File: src/rtl/pwm_tone_gen_pkg.sv
// Shared definitions for the button-controlled tone generator: board clock,
// default note ladder, the note-step decode type and the ladder legality check.
package pwm_tone_gen_pkg;

  localparam int CLK_FREQ_HZ       = 50_000_000;
  localparam int DEFAULT_BASE_HALF = 56818;
  localparam int DEFAULT_STEP_HALF = 4000;

  typedef enum logic [1:0] {
    NOTE_HOLD = 2'd0,
    NOTE_UP   = 2'd1,
    NOTE_DOWN = 2'd2
  } note_step_e;

  // The top tone must keep a half-period of at least one cycle, and note 1
  // must fit in the divider counter.
  function automatic bit ladder_legal(input int notes, input int base_half,
                                      input int step_half, input int div_w);
    longint top_half;
    longint cnt_span;
    top_half = longint'(base_half) - longint'(notes - 2) * longint'(step_half);
    cnt_span = longint'(1) << div_w;
    return (notes >= 2) && (top_half >= 1) && (longint'(base_half) < cnt_span);
  endfunction

endpackage

File: src/rtl/pwm_tone_gen_button_cond.sv
// Conditions one raw board button: 2-flop synchroniser, optional debouncer
// (PWM_TONE_DEBOUNCE_EN) and a rising-edge detector giving a 1-cycle pulse.
module button_cond #(
  parameter int DEBOUNCE_CYC = 500000
) (
  input  logic clk,
  input  logic rst_n,
  input  logic raw,
  output logic pulse
);

  logic       sync_ff1;
  logic       sync_ff2;
  logic       level;
  logic       level_prev;
  logic       armed;
  logic [1:0] sync_vld;

  if (DEBOUNCE_CYC < 1) begin : g_bad_debounce
    $error("button_cond: DEBOUNCE_CYC must be at least 1");
  end

  always_ff @(posedge clk) begin
    if (!rst_n) begin
      sync_ff1 <= 1'b0;
      sync_ff2 <= 1'b0;
    end else begin
      sync_ff1 <= raw;
      sync_ff2 <= sync_ff1;
    end
  end

`ifdef PWM_TONE_DEBOUNCE_EN
  localparam int DB_W = $clog2(DEBOUNCE_CYC + 1);
  localparam logic [DB_W-1:0] DB_LAST = DB_W'(DEBOUNCE_CYC - 1);

  logic [DB_W-1:0] db_cnt;
  logic            db_level;

  // Counts consecutive cycles the synced level disagrees with the filtered
  // level; both press and release must persist DEBOUNCE_CYC cycles.
  always_ff @(posedge clk) begin
    if (!rst_n) begin
      db_cnt   <= '0;
      db_level <= 1'b0;
    end else if (sync_ff2 == db_level) begin
      db_cnt <= '0;
    end else if (db_cnt == DB_LAST) begin
      db_cnt   <= '0;
      db_level <= sync_ff2;
    end else begin
      db_cnt <= db_cnt + 1'b1;
    end
  end

  assign level = db_level;
`else
  assign level = sync_ff2;
`endif

  // The detector only arms once the synchroniser has flushed after reset and
  // the button is seen released, so a press held through reset is ignored.
  always_ff @(posedge clk) begin
    if (!rst_n) begin
      sync_vld   <= 2'b00;
      level_prev <= 1'b0;
      armed      <= 1'b0;
    end else begin
      sync_vld   <= {sync_vld[0], 1'b1};
      level_prev <= level;
      if (sync_vld[1] && !sync_ff2 && !level) begin
        armed <= 1'b1;
      end
    end
  end

  assign pulse = armed & level & ~level_prev;

endmodule

File: src/rtl/pwm_tone_gen.sv
// Multi-note square-wave buzzer driver: buttons step a note index, a half-period
// divider toggles pwm. Build with PWM_TONE_DEBOUNCE_EN to debounce the buttons.
module pwm_tone_gen
  import pwm_tone_gen_pkg::*;
#(
  parameter  int NOTES        = 8,
  parameter  int DIV_W        = 20,
  parameter  int BASE_HALF    = DEFAULT_BASE_HALF,
  parameter  int STEP_HALF    = DEFAULT_STEP_HALF,
  parameter  int DEBOUNCE_CYC = 500000,
  localparam int IDX_W        = $clog2(NOTES)
) (
  input  logic             clk_50,
  input  logic             rst_n,
  input  logic             button_add,
  input  logic             button_sub,
  output logic             pwm,
  output logic [IDX_W-1:0] note_idx,
  output logic             tone_active
);

  localparam logic [IDX_W-1:0] IDX_MAX = IDX_W'(NOTES - 1);

  if (!ladder_legal(NOTES, BASE_HALF, STEP_HALF, DIV_W)) begin : g_bad_cfg
    $error("pwm_tone_gen: illegal note ladder configuration");
  end

  logic             add_p;
  logic             sub_p;
  note_step_e       step;
  logic [IDX_W-1:0] note_next;
  logic [DIV_W-1:0] half;
  logic [DIV_W-1:0] half_m1;
  logic [DIV_W-1:0] cnt;

  button_cond #(.DEBOUNCE_CYC(DEBOUNCE_CYC)) u_cond_add (
    .clk   (clk_50),
    .rst_n (rst_n),
    .raw   (button_add),
    .pulse (add_p)
  );

  button_cond #(.DEBOUNCE_CYC(DEBOUNCE_CYC)) u_cond_sub (
    .clk   (clk_50),
    .rst_n (rst_n),
    .raw   (button_sub),
    .pulse (sub_p)
  );

  // Simultaneous presses cancel; saturated presses decode to HOLD so they
  // never restart the divider.
  always_comb begin
    step = NOTE_HOLD;
    if (add_p && !sub_p && (note_idx != IDX_MAX)) begin
      step = NOTE_UP;
    end else if (sub_p && !add_p && (note_idx != '0)) begin
      step = NOTE_DOWN;
    end
  end

  always_comb begin
    note_next = note_idx;
    case (step)
      NOTE_UP:   note_next = note_idx + 1'b1;
      NOTE_DOWN: note_next = note_idx - 1'b1;
      default:   note_next = note_idx;
    endcase
  end

  always_ff @(posedge clk_50) begin
    if (!rst_n) begin
      note_idx    <= '0;
      tone_active <= 1'b0;
    end else begin
      note_idx    <= note_next;
      tone_active <= (note_next != '0);
    end
  end

  // Half-period of the current note; the value for index 0 is never used.
  always_comb begin
    half    = DIV_W'(BASE_HALF) - DIV_W'(STEP_HALF) * (DIV_W'(note_idx) - DIV_W'(1));
    half_m1 = half - DIV_W'(1);
  end

  // A real note change restarts the tone with a full low half-period.
  always_ff @(posedge clk_50) begin
    if (!rst_n) begin
      cnt <= '0;
      pwm <= 1'b0;
    end else if ((step != NOTE_HOLD) || (note_idx == '0)) begin
      cnt <= '0;
      pwm <= 1'b0;
    end else if (cnt == half_m1) begin
      cnt <= '0;
      pwm <= ~pwm;
    end else begin
      cnt <= cnt + 1'b1;
    end
  end

endmodule

File: config.mk
export PLATFORM = sky130hd
export DESIGN_NAME = pwm_tone_gen
export DESIGN_NICKNAME = d
export VERILOG_FILES = /design/src/rtl/pwm_tone_gen_pkg.sv /design/src/rtl/pwm_tone_gen_button_cond.sv /design/src/rtl/pwm_tone_gen.sv
export SDC_FILE = /design/constraint.sdc
export NUM_CORES = 1
export LEC_CHECK = 0
export BUFFER_PORTS_ARGS = -buffer_cell sky130_fd_sc_hd__buf_2
export CAP_MARGIN = 20
export CORE_ASPECT_RATIO = 0.5
export CORE_MARGIN = 2
export CORE_UTILIZATION = 35
export DETAILED_ROUTE_END_ITERATION = 10
export GPL_ROUTABILITY_DRIVEN = 0
export SLEW_MARGIN = 40
export SYNTH_ARGS = -nofsm -noshare
export SYNTH_HDL_FRONTEND = slang
export SYNTH_SLANG_ARGS = --single-unit
File: constraint.sdc
create_clock -name clk_50 -period 6.7 [get_ports clk_50]
set_input_delay 0.335 -clock clk_50 [delete_from_list [all_inputs] [get_ports clk_50]]
set_output_delay 0.335 -clock clk_50 [all_outputs]
set_load 0.05 [all_outputs]
==> flow_summary.yaml <==
sta:
  post-route-period-util_pct: 91.56
  hold_viol_final: 0
  fin_worst_skew_ps: 4.917
  maxSlewViolCount: 0
  fin_tns_setup_ps: 0
  setup-violations-final: 0
  worst_pin_slew_ps: 603.0
  fin_crit_ps: 6134
  fmax_mhz: 163.0
  grt_setup_unrepaired: "no"
  slew_headroom_pct: 59.80
cells_and_area:
  nNetsFinal: 408
  n_antenna_cell: 0
  mostFrequentLayoutCells: "41 x nor2_1, 35 x dfxtp_1, 33 x xnor2_1"
  design_area_um2: 3338
  layout-drive-gt1-share_pct: 8.108
  syn_to_final_growth_pct: 10.52
  final_common_cell: "nor2_1"
grt:
  grt-ovfl-total: 0
  grt_pass1_vias: 2168
  grt_max_degree: 21
  track_usage_pct: 12.62
  grt_pass1_wl_mm: 9.735
  antenna_found_initial: 0
logic_synthesis:
  synth-seq-cells: 35
  synth_ff_type: "dfxtp_1"
  netlist_area_um2: 3020
  yosysSeqAreaShare_pct: 23.20
  synth-edff-count: 0
  syn_nets: 403
  avgSynthCellArea_um2: 8.298
  synth-async-reset-ratio_pct: 0
  synth_cell_types: 56
  synth_warnings: 0
  netlist_instances: 364
setup_path:
  ff2ff_path_depth: 21
  endpoint: "cnt[8]$_SDFF_PP0_"
  required_ps: 6860
  critPathLaunchType: "flop"
  crit_slowest_cell: "fa_1"
  reg2reg_slack_ps: 570
  cpPeakStageDelay_ps: 530
  r2r_start: "note_idx[0]$_SDFF_PN0_"
  arrival_ps: 6300
  crit_family: "adder cells"
  path_common_cell: "ha_1"
  worstSetupPathType: "flop to flop"
  endpoint_kind: "flop"
  crit_fanout: 20
  rr_endpoint: "cnt[8]$_SDFF_PP0_"
  crit_buf_inv: 4
  worstPathCellList: "inv_1 -> ha_1 -> xor2_2 -> ha_1 -> ha_1 -> inv_1 -> fa_1 -> inv_1 -> fa_1 -> ha_1 -> a211oi_1 -> o21bai_1 -> o221a_2 -> or2_2 -> xnor2_1 -> xor2_1 -> nor4b_1 -> o2111ai_1 -> o21bai_1 -> buf_4 -> nor2_1"
  cp.depth: 21
  startpoint: "note_idx[0]$_SDFF_PN0_"
floorplanning:
  io_pins: 9
  core_area_um2: 8173
  die_width_um: 135.4
  row_count: 23
  initial_core_util_pct: 36.96
  die_h_um: 69.69
  die_area_um2: 9434
run_status:
  status: "finished, final reports clean"
cts:
  clkSinkCount: 35
  post_cts_buffers: 0
  hold_buffers: 0
  clock_tree.buffer_depth: 2
  cts_tree: "yes"
  cts_buffers: 5
  clk_pin_slew_ps: 60
  ctsRootBufferMaster: "clkbuf_16"
  clk_latency_ps: 280
  htree_levels: 2
placed_design:
  port_buffers: 8
  placed_cell_area_um2: 3153
  dpl.hpwl_mm: 4.344
min_path:
  hold_class: "primary input to flop"
job:
  max_cap_violations: 0
power_and_ir_drop:
  power_frac_comb_pct: 56.7
  max-vdd-ir-drop_v: 0.0001347
  power_switching_uw: 443.6
  internal_power_uw: 684.4
  power.density_nw_per_um2: 337.9
  leakagePower_uw: 0.001349
  p_clk_share_pct: 24.4
  pwr-share-seq_pct: 18.9
  sw_frac_of_total_pct: 39.33
  power.total_uw: 1128
detailed_routing:
  ant_nets: 0
  wire_per_inst_um: 11.48
  vias: 2337
  drt_wl_total_mm: 5.535
  drt-pass1-iter-count: 4
  vias_per_cell: 4.849
  dr.first_iter.drc_count: 52
  drc: 0
[final cells by class]
class / instances / area (µm²)
tap: 112 / 140.1
fill: 845 / 4835
inverter: 20 / 77.57
clock buffer: 6 / 138.9
multi-input combinational: 295 / 2172
timing repair buffer: 12 / 70.07
sequential: 35 / 700.7
clock inverter: 2 / 38.79
[worst min-delay path by stage]
stage	endpoint	startpoint	slack (ps)	depth (start not counted)
2_1_floorplan	u_cond_sub.sync_vld[0]$_DFF_P_	rst_n	360	0
3_3_place_gp	u_cond_add.level$_SDFF_PN0_	u_cond_add.sync_ff1$_SDFF_PN0_	410	1
3_5_place_dp	u_cond_add.sync_vld[1]$_SDFF_PN0_	u_cond_sub.sync_vld[0]$_DFF_P_	420	1
4_1_cts	u_cond_add.sync_ff1$_SDFF_PN0_	button_add	250	2
5_1_grt	u_cond_sub.sync_ff1$_SDFF_PN0_	button_sub	260	2
6_report	u_cond_add.sync_ff1$_SDFF_PN0_	button_add	260	2
[per-layer routing]
metal | part of all wire, % | global-route usage [%]
met1 | 53 | 16.92
met3 | 2.3 | 2.632
met2 | 43 | 20.25
met5 | 0 | 0
met4 | 1.4 | 4.167
[flip-flops by register name, indices dropped and copies added (netlist names)]
register	count
cnt	20
note_idx	3
pwm	1
tone_active	1
u_cond_add.armed	1
u_cond_add.level	1
u_cond_add.level_prev	1
u_cond_add.sync_ff1	1
u_cond_add.sync_vld	1
u_cond_sub.armed	1
u_cond_sub.level	1
u_cond_sub.level_prev	1
u_cond_sub.sync_ff1	1
u_cond_sub.sync_vld	1
[worst reg2reg max path: cells and delay by family (launching register included)]
family,cells,cell delay [ps]
AOI/OAI and AO/OA,5,1280
xor gates and xnor gates,3,640
adders and majority gates,6,2140
buffers and inverters,4,600
DFF,1,500
and+or+nand+nor,3,860
[Yosys cell counts (3+ instances only)]
master	number	area share [%]
xor2_1	23	6.7
nor2b_1	8	1.7
mux2i_1	3	0.99
a21o_1	4	0.99
o21a_1	4	0.99
nor4_1	5	1.0
o21bai_1	3	0.75
dfxtp_1	35	23
nand2b_1	6	1.2
clkbuf_1	5	0.62
or2_2	3	0.62
and2_1	11	2.3
a21oi_1	11	1.8
nor2_1	41	5.1
buf_2	5	0.83
a211oi_1	3	0.75
or3_1	4	0.83
o21ai_0	11	1.8
nand3_1	13	2.2
nand2_1	29	3.6
buf_4	3	0.75
fa_1	6	4.0
and3_1	5	1.0
ha_1	29	12
nor3_1	4	0.66
inv_1	19	2.4
o2111ai_1	3	0.87
xnor2_1	33	9.6
[cell families (layout without fill, tap and decap cells)]
group	after synthesis	in the layout	synth area share [%]
multiplexers	5	5	2.113
AND/OR/NAND/NOR	138	138	22.58
XOR/XNOR	58	58	17.52
adder cells (fa/ha/maj)	35	35	15.99
AO/OA/AOI/OAI	59	59	13.46
buffers and inverters	34	40	5.137
flip-flops	35	35	23.20
[power groups by stage]
stage / Sequential (µW) / Combinational [µW] / Clock (µW)
final: 213 / 640 / 275
after global routing: 214 / 727 / 289
after CTS: 213 / 641 / 283
after detailed placement: 218 / 638 / 0
after global placement: 218 / 637 / 0
after floorplan: 219 / 534 / 0
[per-stage QoR]
stage / hold slack [ps] / setup WS (ps) / std cells / util [%]
2_1_floorplan: 362.7 / 890.9 / 364 / -
6_report: 259.1 / 565.8 / 482 / 40.85
4_1_cts: 253.3 / 357.8 / 482 / 40.75
3_3_place_gp: 413.2 / 530.5 / 474 / 38.58
3_5_place_dp: 419.5 / 395.0 / 474 / 38.58
5_1_grt: 261.5 / 20.38 / 482 / 40.85
[repair_timing]
item                       in CTS  in global routing
hold endpoints to repair        0                  0
resized for setup               0                  1
setup endpoints to repair       0                 21
(Power assumes the default switching activity.)
